==> src/rtl/mux_pkg.sv <==
// rtl/mux_pkg.sv - shared constants and types for the registered N-way mux
// Purpose: default out-of-range output value, output-stage state enum,
//          and the legal range of the input count.
// Ports:   none (package).
package mux_pkg;

  localparam int unsigned DEFAULT_VAL_C = 66;
  localparam int unsigned N_IN_MIN      = 2;
  localparam int unsigned N_IN_MAX      = 16;

  typedef enum logic {
    EMPTY = 1'b0,
    FULL  = 1'b1
  } out_state_e;

endpackage

==> src/rtl/mux_n_sel.sv <==
// rtl/mux_n_sel.sv - combinational N-way select with out-of-range default
// Purpose: picks one WIDTH-bit slice of a packed input vector; selects at or
//          beyond N_IN return DEFAULT_VAL and raise out_of_range.
// Ports:   in_data      packed inputs, slice 0 = input A
//          sel          select value
//          out_data     selected slice or DEFAULT_VAL
//          out_of_range high when sel >= N_IN
module mux_n_sel import mux_pkg::*; #(
  parameter int unsigned        WIDTH       = 64,
  parameter int unsigned        N_IN        = 4,
  parameter int unsigned        SEL_W       = 3,
  parameter logic [WIDTH-1:0]   DEFAULT_VAL = WIDTH'(DEFAULT_VAL_C)
) (
  input  logic [N_IN*WIDTH-1:0] in_data,
  input  logic [SEL_W-1:0]      sel,
  output logic [WIDTH-1:0]      out_data,
  output logic                  out_of_range
);

  // Start from the out-of-range result; a matching index overrides it.
  always_comb begin
    out_data     = DEFAULT_VAL;
    out_of_range = 1'b1;
    for (int i = 0; i < int'(N_IN); i++) begin
      if (sel == SEL_W'(i)) begin
        out_data     = in_data[i*WIDTH +: WIDTH];
        out_of_range = 1'b0;
      end
    end
  end

endmodule

==> src/rtl/mux_reg_n.sv <==
// rtl/mux_reg_n.sv - registered N-way mux with valid/ready handshake
// Purpose: selects one of N_IN inputs through a loadable select register,
//          registers the result in a one-entry output stage, and flags
//          transfers that used an out-of-range select.
// Ports:   clk, reset_n            clock, async active-low reset
//          sel, sel_load           new select value and its load strobe
//          in_data, in_valid       packed inputs and their valid
//          in_ready                transfer accepted this cycle
//          out_data, out_valid     registered result and its valid
//          out_ready               downstream consumes out_data
//          sel_cur                 select register contents
//          sel_err, err_clr        sticky out-of-range flag and its clear
module mux_reg_n import mux_pkg::*; #(
  parameter int unsigned        WIDTH       = 64,
  parameter int unsigned        N_IN        = 4,
  parameter int unsigned        SEL_W       = 3,
  parameter logic [WIDTH-1:0]   DEFAULT_VAL = WIDTH'(DEFAULT_VAL_C)
) (
  input  logic                  clk,
  input  logic                  reset_n,
  input  logic [SEL_W-1:0]      sel,
  input  logic                  sel_load,
  input  logic [N_IN*WIDTH-1:0] in_data,
  input  logic                  in_valid,
  output logic                  in_ready,
  output logic [WIDTH-1:0]      out_data,
  output logic                  out_valid,
  input  logic                  out_ready,
  output logic [SEL_W-1:0]      sel_cur,
  output logic                  sel_err,
  input  logic                  err_clr
);

  if (N_IN < N_IN_MIN || N_IN > N_IN_MAX) begin : g_bad_n_in
    $error("mux_reg_n: N_IN out of legal range");
  end
  if (SEL_W < $clog2(N_IN)) begin : g_bad_sel_w
    $error("mux_reg_n: SEL_W too narrow for N_IN");
  end

  out_state_e         state, state_next;
  logic [SEL_W-1:0]   eff_sel;
  logic [WIDTH-1:0]   sel_data;
  logic               sel_oor;
  logic               xfer;

  // A select presented with sel_load takes effect in the same cycle.
  assign eff_sel  = sel_load ? sel : sel_cur;
  assign in_ready = (state == EMPTY) || out_ready;
  assign xfer     = in_valid && in_ready;
  assign out_valid = (state == FULL);

  mux_n_sel #(
    .WIDTH       (WIDTH),
    .N_IN        (N_IN),
    .SEL_W       (SEL_W),
    .DEFAULT_VAL (DEFAULT_VAL)
  ) u_sel (
    .in_data      (in_data),
    .sel          (eff_sel),
    .out_data     (sel_data),
    .out_of_range (sel_oor)
  );

  always_ff @(posedge clk or negedge reset_n) begin
    if (!reset_n) begin
      state <= EMPTY;
    end else begin
      state <= state_next;
    end
  end

  always_comb begin
    state_next = state;
    case (state)
      EMPTY: if (xfer) state_next = FULL;
      FULL:  if (out_ready && !xfer) state_next = EMPTY;
      default: state_next = EMPTY;
    endcase
  end

  always_ff @(posedge clk or negedge reset_n) begin
    if (!reset_n) begin
      out_data <= '0;
      sel_cur  <= '0;
      sel_err  <= 1'b0;
    end else begin
      if (sel_load) sel_cur <= sel;
      if (xfer) out_data <= sel_data;
      // A set in the same cycle as a clear wins.
      if (xfer && sel_oor) begin
        sel_err <= 1'b1;
      end else if (err_clr) begin
        sel_err <= 1'b0;
      end
    end
  end

endmodule

==> config.mk <==
export PLATFORM = sky130hd
export DESIGN_NAME = mux_reg_n
export DESIGN_NICKNAME = d
export VERILOG_FILES = /design/src/rtl/mux_pkg.sv /design/src/rtl/mux_n_sel.sv /design/src/rtl/mux_reg_n.sv
export SDC_FILE = /design/constraint.sdc
export NUM_CORES = 1
export LEC_CHECK = 0
export ABC_AREA = 1
export BUFFER_PORTS_ARGS = -buffer_cell sky130_fd_sc_hd__buf_2
export CAP_MARGIN = 20
export CORE_AREA = 4 4 127 129
export DETAILED_ROUTE_END_ITERATION = 16
export DIE_AREA = 0 0 131 133
export PLACE_DENSITY = 0.67
export RECOVER_POWER = 50
export SLEW_MARGIN = 20
export SYNTH_ARGS = -nofsm -noshare
export SYNTH_HDL_FRONTEND = slang
export SYNTH_SLANG_ARGS = --single-unit
==> constraint.sdc <==
create_clock -name clk -period 3.8 [get_ports clk]
set_input_delay 0.19 -clock clk [delete_from_list [all_inputs] [get_ports clk]]
set_output_delay 0.19 -clock clk [all_outputs]
set_load 0.02 [all_outputs]
==> reports/qor.csv <==
stage,metric,value,unit
run_status,status,finished with violations,
run_status,violations,"max-capacitance violations, max-slew violations",
floorplanning,core,15000,sq um
synth,syn_inst,750,
place,gp_congestion,0.870,
clock_tree,cts_sinks,69,
global_route,grt_max_degree,128,
sta,tns,0,ns
synth,ys_seq_elements,69,
floorplanning,num_io_pins,335,
synth,synth-compound-area-share,16.0,%
synth,yosysTopAreaCellShare,33.9,%
synth,syn-num-nets,1015,
synth,yosysSeqAreaShare,33.9,%
sta,drv_slew,70,
synth,ys_types,20,
setup_path,timing.rr.start,sel_cur[0],
sta,fin_crit_sh,66.1,%
clock_tree,cts_setup_buffers,0,
setup_path,reg2reg_depth,8,
setup_path,cp-end-kind,flip-flop,
setup_path,regToRegEndpoint,out_data[8],
global_route,antenna_found_initial,2,
synth,synth_most_common_cell,nand2_1,
floorplanning,die_w,131,um
hold_path,hold_start,err_clr,
clock_tree,clkLatencyLatePin,0.33,ns
floorplanning,initial_core_util,33.8,%
setup_path,cpMostUsedCell,nand2_1,
synth,syn_area,5090,sq um
clock_tree,cts_buffer_depth,2,
hold_path,hp-class,input pin to flip-flop,
clock_tree,cts_tree,yes,
clock_tree,path_clk_slew,0.05,ns
layout,final_area,6910,sq um
drt,routed_wl,20.0,mm
synth,synth_area_leaders,"dfrtp_1 34%, nand2_1 15%, nand3_1 12%",
drt,num_vias,6401,
global_route,grt_usage,21.8,%
power,p_leak,3.89,nW
layout,area_delta_synth_final,35.8,%
sta,rsz0062_at_grt,false,
synth,synth-async-reset-ratio,100,%
synth,synth_ff_type,dfrtp_1,
drt,vias_per_cell,5.25,
layout,drive_gt1_share,32.0,%
run,cap_violations,1,
drt,drcViolationCount,0,
synth,yosysWarnings,0,
power,power.total,0.00260,W
synth,synthSimpleGateAreaFrac,36.4,%
setup_path,cp_slowest_cell,nor2_4,
synth,synth_top_family_by_area,simple AND/OR/NAND/NOR gates,
synth,synth_top_area_cell,dfrtp_1,
setup_path,start_kind,flip-flop,
setup_path,critPathKind,flip-flop to flip-flop,
setup_path,path_cells,nand2_1 > nand2_4 > nor2_4 > buf_4 > nand3_1 > nand3_1 > nand2_1 > nand2_1,
place,dp_hpwl,14.1,mm
sta,hold_viol_final,0,
hold_path,hold_end,sel_err,
power,cellPowerDensity,376,nW/um^2
floorplanning,placementRows,45,
sta,finalSetupViolCount,0,
place,portBuffers,334,
setup_path,cpPeakStageDelay,0.69,ns
place,place_area,6700,sq um
clock_tree,htreeDepth,3,
clock_tree,cts_resized,0,
hold_path,hold_depth,2,
sta,layout_min_cycle_time,2.51,ns
global_route,overflow,0,
setup_path,crit_arrival,2.78,ns
setup_path,cp_max_fo,83,
sta,max_freq,398,MHz
floorplanning,die_h,133,um
synth,synth_common_cells,"207 x nand2_1, 124 x nand3_1, 72 x inv_1",
sta,worst_slew_pin_slew,1.85,ns
synth,synth-edff-count,0,
global_route,grt_pass1_wl,30.5,mm
power,vdd.ir_drop.worst,195,uV
drt,drt_first_pass_iters,5,
drt,drt_iter0_drc,407,
global_route,first_global_vias,6084,
sta,relSlewSlack,-23.7,%
drt,wire_per_inst,16.4,um
clock_tree,cts_made_buffers,9,
synth,synth-adder-area-share,0,%
synth,synth_area_per_cell,6.78,sq um
layout,nets,1293,
floorplanning,dieArea,17400,sq um
setup_path,regToRegSetupSlack,1.29,ns
drt,final_antenna_net_count,0,
clock_tree,hold_buffers,0,
layout,final_util,45.9,%
setup_path,worstPathRequired,4.07,ns
clock_tree,clockRootBuffer,clkbuf_16,
synth,synth_xor_xnor_area_share,0,%
synth,synthMuxAreaShare,0,%
sta,finClkSkew,0.00941,ns
area by class of cell:
cell class / instances / area, sq um
clock buffers: 11 / 233
fillers: 1644 / 8130
clock inverters: 3 / 15.0
multi-input cells: 532 / 2700
flip-flops and latches: 69 / 1730
inverters: 74 / 280
diodes: 1 / 2.50
repair buffers: 342 / 1720
well taps: 188 / 235
worst max-delay path by stage:
stage	start	to	slack, ns	cells past startpoint
4_1_cts	sel_cur[0]	out_data[40]	1.31	8
2_1_floorplan	out_valid	out_data[0]	2.20	7
3_5_place_dp	sel_load	out_data[46]	1.21	9
6_report	sel_cur[0]	out_data[8]	1.29	8
3_3_place_gp	sel_load	out_data[38]	1.26	9
5_1_grt	sel_cur[2]	out_data[36]	1.0	8
power by group:
group	internal (W)	switching, W	total, W
clock	0.000431	0.000292	0.000722
combinational	0.000321	0.000631	0.000953
sequential	0.000857	0.0000670	0.000924
total	0.00161	0.000990	0.00260
cell usage in the layout (no fill, tap or decap), types with 2 or more instances in the layout:
cell       instances
buf_2            300
nand2_1          207
nand3_1          124
inv_1             72
dfrtp_1           69
nand4_1           64
a21oi_1           64
o211ai_1          62
clkbuf_1          35
clkbuf_16          9
buf_4              6
clkinv_2           3
nand2_4            2
o21ai_4            2
o21ai_0            2
buf_12             2
cell families (layout without fill, tap and decap cells):
| kind of cell | count (synthesis) | after routing |
|---|---|---|
| AO/OA/AOI/OAI | 131 | 131 |
| AND/OR/NAND/NOR | 401 | 401 |
| flip-flops | 69 | 69 |
| other | 0 | 1 |
| buffers and inverters | 149 | 430 |
per-layer routing:
layer	up-vias	GRT usage, %	part of all wire [%]
met3	39	5.41	8.1
met1	2943	27.4	40
met4	2	7.71	2.4
met5	-	0	0.035
li1	3122	-	-
met2	295	35.9	49
flip-flops by register name (all words and copies together) (netlist names):
register / cells
sel_err: 1
out_valid: 1
sel_cur: 3
out_data: 64
critical path, delay by kind of cell, from the launching register on:
family	cells	cell delay (ns)
AND/OR/NAND/NOR	7	1.64
buffers and inverters	1	0.39
flip-flops	1	0.37
through the flow:
stage          cells  hold WS, ns  worst slack, ns
3_5_place_dp    1205        0.394             1.21
4_1_cts         1219       0.0320             1.31
2_1_floorplan    750       -0.106             2.20
6_report        1220       0.0519             1.29
3_3_place_gp    1205        0.387             1.26
5_1_grt         1220       0.0460            0.997
(Power assumes the default switching activity.)
